File: src/rtl/sincronizador_vga_pkg.sv
// Default 640x480@60 Hz VGA timing constants and small decode helpers
// shared by the sync generator and its pixel-rate divider.
package vga_timing_pkg;

    localparam int CNT_W = 10;

    localparam int H_VISIBLE_DEF = 640;
    localparam int H_FP_DEF      = 16;
    localparam int H_SYNC_DEF    = 96;
    localparam int H_BP_DEF      = 48;
    localparam int V_VISIBLE_DEF = 480;
    localparam int V_FP_DEF      = 10;
    localparam int V_SYNC_DEF    = 2;
    localparam int V_BP_DEF      = 33;

    localparam int H_TOTAL_DEF = H_VISIBLE_DEF + H_FP_DEF + H_SYNC_DEF + H_BP_DEF;
    localparam int V_TOTAL_DEF = V_VISIBLE_DEF + V_FP_DEF + V_SYNC_DEF + V_BP_DEF;

    localparam int H_SYNC_START_DEF = H_VISIBLE_DEF + H_FP_DEF;
    localparam int H_SYNC_END_DEF   = H_SYNC_START_DEF + H_SYNC_DEF;
    localparam int V_SYNC_START_DEF = V_VISIBLE_DEF + V_FP_DEF;
    localparam int V_SYNC_END_DEF   = V_SYNC_START_DEF + V_SYNC_DEF;

    localparam logic SYNC_ACTIVE_DEF = 1'b0;

    // Half-open window test: lo <= pos < hi.
    function automatic logic in_window(input logic [CNT_W-1:0] pos,
                                       input logic [CNT_W-1:0] lo,
                                       input logic [CNT_W-1:0] hi);
        return (pos >= lo) && (pos < hi);
    endfunction

    function automatic logic sync_level(input logic active, input logic sync_active);
        return active ? sync_active : ~sync_active;
    endfunction

endpackage

File: src/rtl/sincronizador_vga_divisor_pixel.sv
// Divides the system clock down to a one-clock pixel-rate enable.
// With DIV=1 the enable is held high whenever reset is released.
module divisor_pixel #(
    parameter int DIV = 4
) (
    input  logic reloj,
    input  logic resetM,
    output logic pixel_tick
);

    localparam int CW = (DIV > 1) ? $clog2(DIV) : 1;
    localparam logic [CW-1:0] LAST = CW'(DIV - 1);

    logic [CW-1:0] div_cnt_r;

    // Free-running modulo-DIV counter.
    always_ff @(posedge reloj or posedge resetM) begin
        if (resetM) begin
            div_cnt_r <= '0;
        end else if (div_cnt_r == LAST) begin
            div_cnt_r <= '0;
        end else begin
            div_cnt_r <= div_cnt_r + CW'(1);
        end
    end

    // Gated by reset so the enable is quiet while reset is held, even for DIV=1.
    assign pixel_tick = ~resetM & (div_cnt_r == LAST);

endmodule

File: src/rtl/sincronizador_vga.sv
// VGA timing generator: pixel/line counters, registered sync and blanking
// decode, and a clock-domain delay line aligning them with the renderer.
module sincronizador_vga
    import vga_timing_pkg::*;
#(
    parameter int   DIV         = 4,
    parameter int   H_VISIBLE   = H_VISIBLE_DEF,
    parameter int   H_FP        = H_FP_DEF,
    parameter int   H_SYNC      = H_SYNC_DEF,
    parameter int   H_BP        = H_BP_DEF,
    parameter int   V_VISIBLE   = V_VISIBLE_DEF,
    parameter int   V_FP        = V_FP_DEF,
    parameter int   V_SYNC      = V_SYNC_DEF,
    parameter int   V_BP        = V_BP_DEF,
    parameter logic SYNC_ACTIVE = SYNC_ACTIVE_DEF,
    parameter int   DELAY       = 2
) (
    input  logic             reloj,
    input  logic             resetM,
    output logic [CNT_W-1:0] Qh,
    output logic [CNT_W-1:0] Qv,
    output logic             pixel_tick,
    output logic             hsync,
    output logic             vsync,
    output logic             video_on,
    output logic             fin_cuadro,
    output logic             hsync_d,
    output logic             vsync_d,
    output logic             video_on_d
);

    localparam int H_TOTAL = H_VISIBLE + H_FP + H_SYNC + H_BP;
    localparam int V_TOTAL = V_VISIBLE + V_FP + V_SYNC + V_BP;

    localparam logic [CNT_W-1:0] H_LAST   = CNT_W'(H_TOTAL - 1);
    localparam logic [CNT_W-1:0] V_LAST   = CNT_W'(V_TOTAL - 1);
    localparam logic [CNT_W-1:0] H_VIS    = CNT_W'(H_VISIBLE);
    localparam logic [CNT_W-1:0] V_VIS    = CNT_W'(V_VISIBLE);
    localparam logic [CNT_W-1:0] H_SS     = CNT_W'(H_VISIBLE + H_FP);
    localparam logic [CNT_W-1:0] H_SE     = CNT_W'(H_VISIBLE + H_FP + H_SYNC);
    localparam logic [CNT_W-1:0] V_SS     = CNT_W'(V_VISIBLE + V_FP);
    localparam logic [CNT_W-1:0] V_SE     = CNT_W'(V_VISIBLE + V_FP + V_SYNC);
    localparam logic             SYNC_OFF = ~SYNC_ACTIVE;

    if (H_TOTAL > 1024) begin : g_h_total_err
        $error("sincronizador_vga: H_TOTAL exceeds 10-bit counter range");
    end
    if (V_TOTAL > 1024) begin : g_v_total_err
        $error("sincronizador_vga: V_TOTAL exceeds 10-bit counter range");
    end
    if (DIV < 1 || DIV > 16) begin : g_div_err
        $error("sincronizador_vga: DIV outside 1..16");
    end
    if (DELAY < 0 || DELAY > 7) begin : g_delay_err
        $error("sincronizador_vga: DELAY outside 0..7");
    end

    logic             tick_s;
    logic [CNT_W-1:0] qh_r, qv_r;
    logic [CNT_W-1:0] qh_next_s, qv_next_s;
    logic             hsync_r, vsync_r, video_on_r;

    divisor_pixel #(.DIV(DIV)) u_divisor (
        .reloj      (reloj),
        .resetM     (resetM),
        .pixel_tick (tick_s)
    );

    // Next-state counter values, shared by the counters and the decode registers.
    always_comb begin
        qh_next_s = qh_r;
        qv_next_s = qv_r;
        if (tick_s) begin
            if (qh_r == H_LAST) begin
                qh_next_s = '0;
                if (qv_r == V_LAST) begin
                    qv_next_s = '0;
                end else begin
                    qv_next_s = qv_r + 10'd1;
                end
            end else begin
                qh_next_s = qh_r + 10'd1;
                qv_next_s = qv_r;
            end
        end else begin
            qh_next_s = qh_r;
            qv_next_s = qv_r;
        end
    end

    // Counters and decode registers update together so outputs stay aligned and glitch-free.
    always_ff @(posedge reloj or posedge resetM) begin
        if (resetM) begin
            qh_r       <= '0;
            qv_r       <= '0;
            hsync_r    <= SYNC_OFF;
            vsync_r    <= SYNC_OFF;
            video_on_r <= 1'b0;
        end else begin
            qh_r       <= qh_next_s;
            qv_r       <= qv_next_s;
            hsync_r    <= sync_level(in_window(qh_next_s, H_SS, H_SE), SYNC_ACTIVE);
            vsync_r    <= sync_level(in_window(qv_next_s, V_SS, V_SE), SYNC_ACTIVE);
            video_on_r <= (qh_next_s < H_VIS) && (qv_next_s < V_VIS);
        end
    end

    assign Qh         = qh_r;
    assign Qv         = qv_r;
    assign pixel_tick = tick_s;
    assign hsync      = hsync_r;
    assign vsync      = vsync_r;
    assign video_on   = video_on_r;
    assign fin_cuadro = tick_s && (qh_r == H_LAST) && (qv_r == V_LAST);

    // Delay line counts system clocks, matching the renderer's registered latency.
    if (DELAY == 0) begin : g_no_delay
        assign hsync_d    = hsync_r;
        assign vsync_d    = vsync_r;
        assign video_on_d = video_on_r;
    end else begin : g_delay
        logic [DELAY-1:0] hs_pipe_r, vs_pipe_r, vo_pipe_r;

        // Shift stage i takes stage i-1 every clock; stage 0 takes the live decode.
        always_ff @(posedge reloj or posedge resetM) begin
            if (resetM) begin
                hs_pipe_r <= {DELAY{SYNC_OFF}};
                vs_pipe_r <= {DELAY{SYNC_OFF}};
                vo_pipe_r <= '0;
            end else begin
                hs_pipe_r[0] <= hsync_r;
                vs_pipe_r[0] <= vsync_r;
                vo_pipe_r[0] <= video_on_r;
                for (int i = 1; i < DELAY; i++) begin
                    hs_pipe_r[i] <= hs_pipe_r[i-1];
                    vs_pipe_r[i] <= vs_pipe_r[i-1];
                    vo_pipe_r[i] <= vo_pipe_r[i-1];
                end
            end
        end

        assign hsync_d    = hs_pipe_r[DELAY-1];
        assign vsync_d    = vs_pipe_r[DELAY-1];
        assign video_on_d = vo_pipe_r[DELAY-1];
    end

endmodule

File: config.mk
export PLATFORM = sky130hd
export DESIGN_NAME = sincronizador_vga
export DESIGN_NICKNAME = d
export VERILOG_FILES = /design/src/rtl/sincronizador_vga_pkg.sv /design/src/rtl/sincronizador_vga_divisor_pixel.sv /design/src/rtl/sincronizador_vga.sv
export SDC_FILE = /design/constraint.sdc
export NUM_CORES = 1
export LEC_CHECK = 0
export ABC_CLOCK_PERIOD_IN_PS = 2500
export CAP_MARGIN = 0
export CORE_ASPECT_RATIO = 1.1
export CORE_UTILIZATION = 30
export DETAILED_ROUTE_END_ITERATION = 10
export PLACE_DENSITY_LB_ADDON = 0.1
export SYNTH_ARGS = -nofsm -noshare
export SYNTH_HDL_FRONTEND = slang
export SYNTH_SLANG_ARGS = --single-unit
export TNS_END_PERCENT = 10
File: constraint.sdc
create_clock -name reloj -period 2.5 [get_ports reloj]
set_input_delay 0.25 -clock reloj [delete_from_list [all_inputs] [get_ports reloj]]
set_output_delay 0.25 -clock reloj [all_outputs]
set_load 0.01 [all_outputs]
# ---- Word-level counts from Yosys, hierarchy flattened
# Cells that the tools add are included.
dict set report classes {
  add_sub_neg 3
  n_lt_le_gt_ge 6
  n_eq_ne 3
  n_mux 8
  n_bitwise 2
  n_reduce_logical 5
}
# op n
set ops {}
lappend ops {{10-bit two-way mux} 5}
lappend ops {{10-bit by 1-bit adder with 10-bit output, second input constant} 2}
lappend ops {{10-bit == test, second input constant} 2}
lappend ops {{10-bit less-than comparator, second input constant} 2}
lappend ops {{10-bit by 9-bit less-than comparator with 1-bit output, second input constant} 2}
lappend ops {{10-bit >= comparator, second input constant} 1}
lappend ops {{10-bit by 9-bit >= comparator with 1-bit output, second input constant} 1}
lappend ops {{1-bit logical AND} 5}
lappend ops {{2-bit by 1-bit adder with 2-bit output, second input constant} 1}
lappend ops {{2-bit == test, second input constant} 1}
lappend ops {{1-bit two-way mux} 2}
lappend ops {{2-bit two-way mux} 1}
lappend ops {{1-bit AND} 1}
lappend ops {{1-bit inverter} 1}
dict set report totals {
  register_bits 31
  input_bits 2
  output_inout_bits 28
  wordCells 36
}

# ---- Logic depth before layout (Yosys ltp)
# Gate-level depths: netlist of run 1.
dict set report depth {
  word_depth 7
  depth_mapped 8
  mapped_depth_nobuf 7
}

# ---- Hierarchy
# From an unflattened synthesis of run 1, not the netlist that was laid out.
dict set report unflattened {
  cells_unflattened 163
  area_unflattened_um2 1622.8
}
# mod instances cells_per_inst area_each_um2 seq_area_each_um2
set modules_own_cells {}
lappend modules_own_cells {sincronizador_vga 1 157 1539.0 733.2}
lappend modules_own_cells {divisor_pixel 1 6 83.8 50.0}

# ---- Worst setup path before layout of run 1
# No wires, ideal clock.
dict set report synth_timing {
  path_type {flip-flop to flip-flop}
  from {register qh_r[7] (netlist: Qh[7])}
  to {register video_on_r (netlist: video_on)}
  setup_time_ps 96
  arrival_ps 2180
  required_ps 2404
  slack_ps 224
  path_stages_with_launch 8
  n_path_buf 2
  synth_period_minus_slack_ps 2276
  cell_sequence {dfrtp_1 > buf_6 > or3_4 > or4_2 > buf_2 > nor2_1 > a21oi_2 > nor4_2}
}
dict set report synth_between {
  elab_chain_cells 5
  elab_cells_between_ends 9
  classes_between {1 x add/sub; 2 x order compare; 1 x eq/ne; 4 x mux; 1 x reduce/logical}
}
# element line_no
set synth_rtl {}
lappend synth_rtl {{start, declared} sincronizador_vga.sv:59} ;# logic [CNT_W-1:0] qh_r, qv_r;
lappend synth_rtl {{start signal, assigned} sincronizador_vga.sv:100} ;# qh_r <= qh_next_s;
lappend synth_rtl {{10-bit == test} sincronizador_vga.sv:74} ;# if (qh_r == H_LAST) begin
lappend synth_rtl {{10-bit two-way mux} sincronizador_vga.sv:74}
lappend synth_rtl {{10-bit two-way mux} sincronizador_vga.sv:73} ;# if (tick_s) begin
lappend synth_rtl {{via qv_next_s[9]} sincronizador_vga.sv:60} ;# logic [CNT_W-1:0] qh_next_s, qv_next_s;
lappend synth_rtl {{10-bit by 9-bit less-than comparator with 1-bit output} sincronizador_vga.sv:104} ;# video_on_r <= (qh_next_s < H_VIS) && (qv_next_s < V_VIS);
lappend synth_rtl {{1-bit logical AND} sincronizador_vga.sv:104}
lappend synth_rtl {{end signal, assigned} sincronizador_vga.sv:104}
lappend synth_rtl {{end, declared} sincronizador_vga.sv:61} ;# logic hsync_r, vsync_r, video_on_r;
# The timed path passes the listed nets, and every way through them passes these cells.

# ---- Worst setup path after layout of run 1
dict set report layout_timing {
  from {register qh_r[5] (netlist: Qh[5])}
  to {output port fin_cuadro}
}
dict set report layout_between {
  elab_chain_cells 3
}
# element line_no
set layout_rtl {}
lappend layout_rtl {{10-bit == test} sincronizador_vga.sv:114} ;# assign fin_cuadro = tick_s && (qh_r == H_LAST) && (qv_r == V_LAST);
lappend layout_rtl {{1-bit logical AND (2 in a row)} sincronizador_vga.sv:114}
lappend layout_rtl {{end, declared} sincronizador_vga.sv:26} ;# output logic fin_cuadro,
# No other way between the ends.

==> impl_metrics.json, run 1 <==
{
  "cts_root_buf": "clkbuf_8",
  "rsz0062_at_grt": "no",
  "start_kind": "register",
  "grt_antenna_before_repair": 0,
  "avgSynthCellArea_um2": 9.90,
  "drv_slew": 0,
  "power_mw": 1.22,
  "synth_top_area_cell": "dfrtp_1",
  "ant_nets": 0,
  "fin_worst_skew_ns": 0.00365,
  "die_h_um": 79.4,
  "globalplace.congestion": 0.861,
  "drt_iter0_drc": 108,
  "syn_inst": 165,
  "fin_tns_setup_ns": 0,
  "drcViolationCount": 0,
  "wl_per_cell_um": 14.0,
  "port_buffers": 29,
  "area_delta_synth_final_pct": 38.5,
  "dp_hpwl_um": 2990,
  "synthArstFlopShare_pct": 100,
  "period_share_pct": 95.2,
  "h-tree-depth": 2,
  "grt-ovfl-total": 0,
  "ys.flop_type": "dfrtp_1",
  "clk_transition_reported_paths_ns": 0.07,
  "synth_area_leaders": "dfrtp_1, dfstp_2, nand2_1",
  "finalWirelength_um": 4040,
  "synth.distinct_cells": 46,
  "setup_violations": 0,
  "leakagePower_nw": 0.937,
  "yosysMostFrequentCell": "dfrtp_1",
  "hold_path_depth": 0,
  "clockBufferDepth": 2,
  "cts_tree": "yes",
  "hold_class": "register to register",
  "synth_edf_count": 0,
  "synthTopCellsByCount": "dfrtp_1, nand2_1, nor2_1",
  "cts_num_sinks": 31,
  "core_area_um2": 5130,
  "rows": 27,
  "fp.dieW_um": 72.4,
  "viasPerCell": 4.90,
  "ir_worst_vdd_mv": 0.279,
  "cp_slowest_cell": "or4_2",
  "ys_ff_latch": 31,
  "grt_first_pass_wirelength_um": 6610,
  "grt_max_degree": 17,
  "clock.fmax_mhz": 420,
  "worstMarginPinSlew_ns": 0.577,
  "ctsHoldBuffers": 0,
  "clock_latency_ns": 0.29,
  "critPathArrivalTime_ns": 2.13,
  "layout.nets": 222,
  "vias": 1417,
  "crit_type": "register to output port",
  "n_antenna_cell": 0,
  "dieArea_um2": 5750,
  "drive_gt1_share_pct": 22.1,
  "grt_pass1_vias": 1380,
  "io_pins": 30,
  "finalHoldViolCount": 0,
  "post-cts-setup-buffer-count": 0,
  "power_density_nw_per_um2": 537,
  "synth.cell_area_um2": 1630,
  "fin_util_pct": 44.1,
  "crit_chain": "or3_4, or4_2, nor2_2, dlygate4sd2_1",
  "cp_max_fo": 3,
  "initial_core_util_pct": 31.8,
  "cp_data_required_time_ns": 2.25,
  "synth_top_area_share_pct": 38.3,
  "firstDrtPassIters": 4,
  "status": "complete, no violations",
  "grt_use_total_pct": 15.4,
  "ys_seq_area_share_pct": 47.9,
  "yosysWarnings": 0,
  "cts.repair.resized": 2,
  "max_stage_delay_ns": 0.66,
  "max-slew-margin-rel_pct": 61.5,
  "syn_nets": 171,
  "post-route-min-period_ns": 2.38,
  "drv_cap": 0,
  "endpoint_kind": "output port",
  "reg2reg_depth": 7,
  "cts_buffers": 5
}
area by class of cell:
type                    instances  area, µm²
fillers                       528       2870
inverters                       8       30.0
multi-input cells             116        766
flip-flops and latches         31        783
clock inverters                 2       35.0
repair buffers                 54        477
well taps                      72       90.1
clock buffers                   6       82.6
through the flow:
stage	worst slack, ns	area [µm²]	std cells	hold slack, ns
after floorplan	0.224	1630	165	0.331
after global placement	0.0765	2140	281	0.341
after detailed placement	0.0722	2140	281	0.348
after CTS	0.0828	2260	289	0.354
after global routing	0.00100	2260	289	0.361
final	0.120	2260	289	0.349
registers in the layout, indices dropped and copies added (netlist names):
register,count
Qh,10
Qv,10
g_delay.hs_pipe_r,2
g_delay.vo_pipe_r,2
g_delay.vs_pipe_r,2
u_divisor.div_cnt_r,2
hsync,1
video_on,1
vsync,1
cells in the final DEF, fill, tap and decap left out, drive strengths merged, types with 2 or more instances in the layout:
master,count
clkdlybuf4s50,28
dfrtp,25
buf,25
nand2,20
nor2,9
inv,8
xnor2,8
nand3,7
o21ai,7
nor3,7
clkbuf,6
dfstp,6
nand4,5
or3,5
ha,4
or4,4
a21oi,4
nor4,4
xor2,3
nand4b,3
nand2b,3
o31ai,3
nor2b,2
o31a,2
routing by layer:
layer,part of all wire (%),GRT usage [%],routed length (µm)
met1,47,18.9,1900
met2,46,25.1,1880
met3,4.6,4.55,187
met4,2.0,5.88,79
met5,0,0,0
cell families (layout without fill, tap and decap cells):
| logic type | count (synthesis) | after routing | synth area share (%) |
|---|---|---|---|
| simple gates | 75 | 75 | 26.1 |
| buf+inv | 18 | 70 | 5.36 |
| flops | 31 | 31 | 47.9 |
| xor+xnor | 11 | 11 | 5.90 |
| compound gates | 26 | 26 | 11.6 |
| fa+ha+maj | 4 | 4 | 3.06 |
path summary, 6_finish.rpt:
kind | to | slack [ns] | startpoint
max | fin_cuadro | 0.12 | Qh[5]$_DFF_PP0_
min | g_delay.vo_pipe_r[1]$_DFF_PP0_ | 0.35 | g_delay.vo_pipe_r[0]$_DFF_PP0_
max reg2reg | video_on$_DFF_PP0_ | 0.15 | Qh[1]$_DFF_PP0_
min reg2reg | g_delay.vo_pipe_r[1]$_DFF_PP0_ | 0.35 | g_delay.vo_pipe_r[0]$_DFF_PP0_
max in group asynchronous | Qv[1]$_DFF_PP0_ | 1.46 | resetM
min in group asynchronous | Qh[3]$_DFF_PP0_ | 0.39 | resetM
power by group:
group	switching, mW	internal (mW)	leakage (nW)
Clock	0.196	0.322	0.0612
Combinational	0.0712	0.0753	0.489
Sequential	0.0247	0.526	0.386
critical path, delay by kind of cell, from the launching register on:
kind | cells | cell delay, ns
AND/OR/NAND/NOR | 3 | 1.19
flip-flops | 1 | 0.38
buffers and inverters | 1 | 0.28
(Power assumes the default switching activity.)
==> run 2, diff against run 1 <==
--- a/config.mk
+++ b/config.mk
@@ -8,10 +8,11 @@
 export ABC_CLOCK_PERIOD_IN_PS = 2500
 export CAP_MARGIN = 0
 export CORE_ASPECT_RATIO = 1.1
-export CORE_UTILIZATION = 30
+export CORE_UTILIZATION = 51
 export DETAILED_ROUTE_END_ITERATION = 10
 export PLACE_DENSITY_LB_ADDON = 0.1
+export SLEW_MARGIN = 20
 export SYNTH_ARGS = -nofsm -noshare
 export SYNTH_HDL_FRONTEND = slang
 export SYNTH_SLANG_ARGS = --single-unit
-export TNS_END_PERCENT = 10
+export TNS_END_PERCENT = 1
==> impl_metrics.json, run 2 (synthesis results as in run 1) <==
{
  "status": "complete, no violations",
  "cts_buffers": 5,
  "grt-ovfl-total": 0,
  "use_met3_pct": 6.30,
  "cts_tree": "yes",
  "cts_root_buf": "clkbuf_4",
  "clk_transition_reported_paths_ns": 0.10,
  "viasPerCell": 5.72,
  "hold_class": "input port to async pin",
  "rrSetupSlack_ns": 0.17,
  "p_switching_mw": 0.268,
  "dp_hpwl_um": 2700,
  "grt_pass1_vias": 1326,
  "port_buffers": 29,
  "finalHoldViolCount": 0,
  "h-tree-depth": 2,
  "globalplace.congestion": 0.842,
  "layout.nets": 218,
  "cp_data_required_time_ns": 2.75,
  "setup_violations": 0,
  "critPathArrivalTime_ns": 2.58,
  "final_cell_mix": "clkdlybuf4s50_1, dfrtp_1, buf_4",
  "grt_use_total_pct": 23.3,
  "wl_per_cell_um": 14.8,
  "r2r_start": "Qh[0]$_DFF_PP0_",
  "drv_slew": 0,
  "cts_num_sinks": 31,
  "area_delta_synth_final_pct": 31.8,
  "grtUsageMet1_pct": 29.1,
  "clock_latency_ns": 0.33,
  "grt_first_pass_wirelength_um": 6030,
  "grt_max_degree": 19,
  "finalWirelength_um": 3660,
  "n_antenna_cell": 0,
  "initial_core_util_pct": 53.6,
  "leakagePower_nw": 0.893,
  "rows": 21,
  "reg2reg_to": "video_on$_DFF_PP0_",
  "use_met2_pct": 40.0,
  "ir_worst_vdd_mv": 0.432,
  "clkPwrFrac_pct": 33.1,
  "firstDrtPassIters": 4,
  "dieArea_um2": 3430,
  "stdcell_count": 247,
  "die_h_um": 61.4,
  "grt-busiest-layer": "met2",
  "drive_gt1_share_pct": 21.6,
  "period_share_pct": 93.3,
  "clockBufferDepth": 2,
  "vias": 1413,
  "clock.fmax_mhz": 429,
  "dpl_cell_area_um2": 2060,
  "rsz0062_at_grt": "no",
  "worst_slack_ns": 0.167,
  "endpoint_kind": "register",
  "drcViolationCount": 0,
  "crit_type": "register to register",
  "power_density_nw_per_um2": 479,
  "post-route-min-period_ns": 2.33,
  "intPower_mw": 0.762,
  "pre_cts_ws_ns": 0.0487,
  "mostFrequentLayoutCell": "clkdlybuf4s50_1",
  "start_kind": "register",
  "worstMarginPinSlew_ns": 0.521,
  "io_pins": 30,
  "grt_antenna_before_repair": 0,
  "power_frac_comb_pct": 13.5,
  "fin_tns_setup_ns": 0,
  "placed_cells": 238,
  "ant_nets": 0,
  "core_area_um2": 3050,
  "fin_worst_skew_ns": 0.00781,
  "drv_cap": 0,
  "drt_iter0_drc": 28,
  "pwr-share-seq_pct": 53.4,
  "reg2reg_depth": 7,
  "fp.dieW_um": 56.0,
  "switching_share_pct": 26.0,
  "fill_cells": 234,
  "cp_max_fo": 6,
  "postLayoutCellArea_um2": 2150,
  "max-slew-margin-rel_pct": 65.3
}
[run 2: cell count changes in the layout (fill, tap and decap cells not counted), sizes merged]
cell | previous run | this run
buf | 25 | 21
bufinv | 1 | 0
clkbuf | 6 | 7
clkinv | 1 | 0
clkinvlp | 0 | 1
[run 2: cell type report]
type	instances	area, µm²	share of cell area [%]
flip-flops and latches	31	785	36.4
multi-input cells	116	777	36.1
repair buffers	50	447	20.7
clock buffers	7	65.1	3.02
well taps	34	42.5	1.98
inverters	8	30.0	1.39
clock inverters	1	7.51	0.349
[run 2: worst max-delay path, stage by stage (launching register included)]
cell and delay, ns:
dfrtp_1 0.42, ha_1 0.21, nand2_1 0.08, buf_4 0.16, or3_1 0.49, o311a_1 0.38, o221a_1 0.28, nor4_2 0.24
[run 2: how the worst max path moves through the flow]
stage,slack (ns),end,start
floorplan,0.22,video_on$_DFF_PP0_,Qh[7]$_DFF_PP0_
global route,0.06,video_on$_DFF_PP0_,Qh[0]$_DFF_PP0_
global placement,0.07,fin_cuadro,resetM
CTS,0.15,video_on$_DFF_PP0_,Qh[0]$_DFF_PP0_
detailed placement,0.05,fin_cuadro,resetM
finish,0.17,video_on$_DFF_PP0_,Qh[0]$_DFF_PP0_
[run 2: layer usage]
layer	up-vias	wire (µm)
met5	-	0
met4	0	47
met3	6	167
met2	45	1800
met1	681	1650
li1	681	-
[run 2: per-stage QoR]
step	hold slack [ns]	util (%)	total power, mW
global placement	0.341	67.6	0.696
CTS	0.306	70.6	1.05
floorplan	0.331	-	0.617
detailed placement	0.343	67.6	0.701
global route	0.339	70.6	1.08
finish	0.287	70.6	1.03
[run 2: power groups by stage]
stage / logic (mW) / registers (mW) / clock network [mW]
2_1_floorplan: 0.0417 / 0.575 / 0
3_3_place_gp: 0.136 / 0.560 / 0
3_5_place_dp: 0.140 / 0.560 / 0
4_1_cts: 0.143 / 0.551 / 0.353
5_1_grt: 0.153 / 0.556 / 0.372
6_report: 0.139 / 0.550 / 0.342
[run 2: what timing repair did]
action	4_1_cts	5_1_grt
setup buffers	1	0
resized for setup	6	0
endpoints found under the setup margin	1	0
hold buffers	0	0
==> run 3, diff against run 2 <==
--- a/config.mk
+++ b/config.mk
@@ -10,7 +10,7 @@
 export CORE_ASPECT_RATIO = 1.1
 export CORE_UTILIZATION = 51
 export DETAILED_ROUTE_END_ITERATION = 10
-export PLACE_DENSITY_LB_ADDON = 0.1
+export PLACE_DENSITY_LB_ADDON = 0.05
 export SLEW_MARGIN = 20
 export SYNTH_ARGS = -nofsm -noshare
 export SYNTH_HDL_FRONTEND = slang
==> impl_metrics.json, run 3 (synthesis results as in run 1) <==
{
  "drive_gt1_share_pct": 21.5,
  "post-route-min-period_ns": 2.43,
  "wl_per_cell_um": 15.5,
  "drv_slew": 0,
  "critPathArrivalTime_ns": 2.18,
  "power_mw": 1.11,
  "p_switching_mw": 0.271,
  "finalHoldViolCount": 0,
  "clk_transition_reported_paths_ns": 0.10,
  "switching_share_pct": 24.4,
  "leakagePower_nw": 0.901,
  "finalWirelength_um": 3850,
  "port_buffers": 29,
  "drv_cap": 0,
  "endpoint_kind": "output port",
  "pwr-share-seq_pct": 49.6,
  "io_pins": 30,
  "mostFrequentLayoutCell": "clkdlybuf4s50_1",
  "ir_worst_vdd_mv": 0.743,
  "cts_num_sinks": 31,
  "globalplace.congestion": 0.821,
  "dp_hpwl_um": 2910,
  "n_antenna_cell": 0,
  "h-tree-depth": 2,
  "clkPwrFrac_pct": 37.1,
  "drcViolationCount": 0,
  "multi_input_area_um2": 768,
  "vias": 1385,
  "placed_cells": 240,
  "intPower_mw": 0.839,
  "cp_data_required_time_ns": 2.25,
  "cts_buffers": 5,
  "max-slew-margin-rel_pct": 50.0,
  "rrSetupSlack_ns": 0.15,
  "rows": 21,
  "period_share_pct": 97.3,
  "grt-ovfl-total": 0,
  "layout.nets": 219,
  "final_cell_mix": "clkdlybuf4s50_1, dfrtp_1, buf_4",
  "fin_tns_setup_ns": 0,
  "worstMarginPinSlew_ns": 0.749,
  "clock_latency_ns": 0.33,
  "drt_iter0_drc": 38,
  "ant_nets": 0,
  "fp.dieW_um": 56.0,
  "grt_antenna_before_repair": 0,
  "clock.fmax_mhz": 411,
  "hold_class": "register to register",
  "cts_tree": "yes",
  "initial_core_util_pct": 53.6,
  "cp_max_fo": 3,
  "viasPerCell": 5.58,
  "power_density_nw_per_um2": 512,
  "power_frac_comb_pct": 13.3,
  "crit_type": "register to output port",
  "firstDrtPassIters": 4,
  "cts_root_buf": "clkbuf_4",
  "core_area_um2": 3050,
  "grt_max_degree": 21,
  "area_delta_synth_final_pct": 32.5,
  "grt_use_total_pct": 23.3,
  "grt_first_pass_wirelength_um": 5950,
  "grt_pass1_vias": 1333,
  "dieArea_um2": 3430,
  "rsz0062_at_grt": "no",
  "setup_violations": 0,
  "clockBufferDepth": 2,
  "post-cts-setup-buffer-count": 0,
  "die_h_um": 61.4,
  "status": "complete, no violations",
  "fin_worst_skew_ns": 0.00626,
  "fill_cells": 250,
  "stdcell_count": 248,
  "regArea_um2": 783,
  "start_kind": "register",
  "ctsHoldBuffers": 0
}
## run 3: changes by cell type in the layout (fill, tap and decap cells not counted), sizes merged
cell / previous run / this run
buf: 21 / 22
bufinv: 0 / 1
clkbuf: 7 / 6
clkdlybuf4s15: 0 / 1
clkinv: 0 / 1
clkinvlp: 1 / 0
dlygate4sd2: 1 / 0
## run 3: area by class of cell
type,instances,share of cell area (%)
Sequential cell,31,36.2
Multi-Input combinational cell,116,35.5
Timing Repair Buffer,51,21.0
Clock buffer,6,2.37
Tap cell,34,1.96
Clock inverter,2,1.62
Inverter,8,1.39
## run 3: what timing repair did
| item | 4_1_cts | 5_1_grt |
|---|---|---|
| setup endpoints to repair | 1 | 1 |
| pin swaps | 0 | 0 |
| endpoints found under the hold margin | 0 | 0 |
| gates resized for setup | 1 | 3 |
## run 3: per-layer routing
layer,track usage (%),share of wire [%]
met5,0,0
met4,9.41,0.81
met3,5.25,3.0
met2,41.0,50
met1,28.5,46
## run 3: final timing paths
path | start | depth (start not counted) | end
max in group asynchronous | resetM | 3 | Qv[8]$_DFF_PP0_
max reg2reg | Qh[1]$_DFF_PP0_ | 7 | video_on$_DFF_PP0_
max | Qh[5]$_DFF_PP0_ | 4 | fin_cuadro
min reg2reg | g_delay.vs_pipe_r[0]$_DFF_PP1_ | 0 | g_delay.vs_pipe_r[1]$_DFF_PP1_
min | g_delay.vs_pipe_r[0]$_DFF_PP1_ | 0 | g_delay.vs_pipe_r[1]$_DFF_PP1_
min in group asynchronous | resetM | 2 | Qh[3]$_DFF_PP0_
## run 3: worst max-delay path, stage by stage, from the launching register on
cell and delay, ns:
dfrtp_1 0.40, or3_4 0.40, or4_2 0.66, nor2_2 0.14, clkdlybuf4s15_1 0.27
## run 3: power groups by stage
stage	registers [mW]	logic [mW]	clock network, mW
3_3_place_gp	0.558	0.142	0
5_1_grt	0.555	0.164	0.444
4_1_cts	0.550	0.148	0.422
2_1_floorplan	0.575	0.0417	0
6_report	0.550	0.148	0.411
3_5_place_dp	0.560	0.146	0
## run 3: stage by stage
| stage | utilization, % | instance area [µm²] | hold WS, ns | setup slack, ns |
|---|---|---|---|---|
| after floorplan | - | 1630 | 0.331 | 0.224 |
| after global placement | 68.1 | 2070 | 0.341 | 0.0631 |
| after detailed placement | 68.1 | 2070 | 0.347 | 0.0935 |
| after CTS | 70.9 | 2160 | 0.365 | 0.00447 |
| after global routing | 71.1 | 2170 | 0.369 | 0.00713 |
| final | 71.1 | 2170 | 0.362 | 0.0667 |
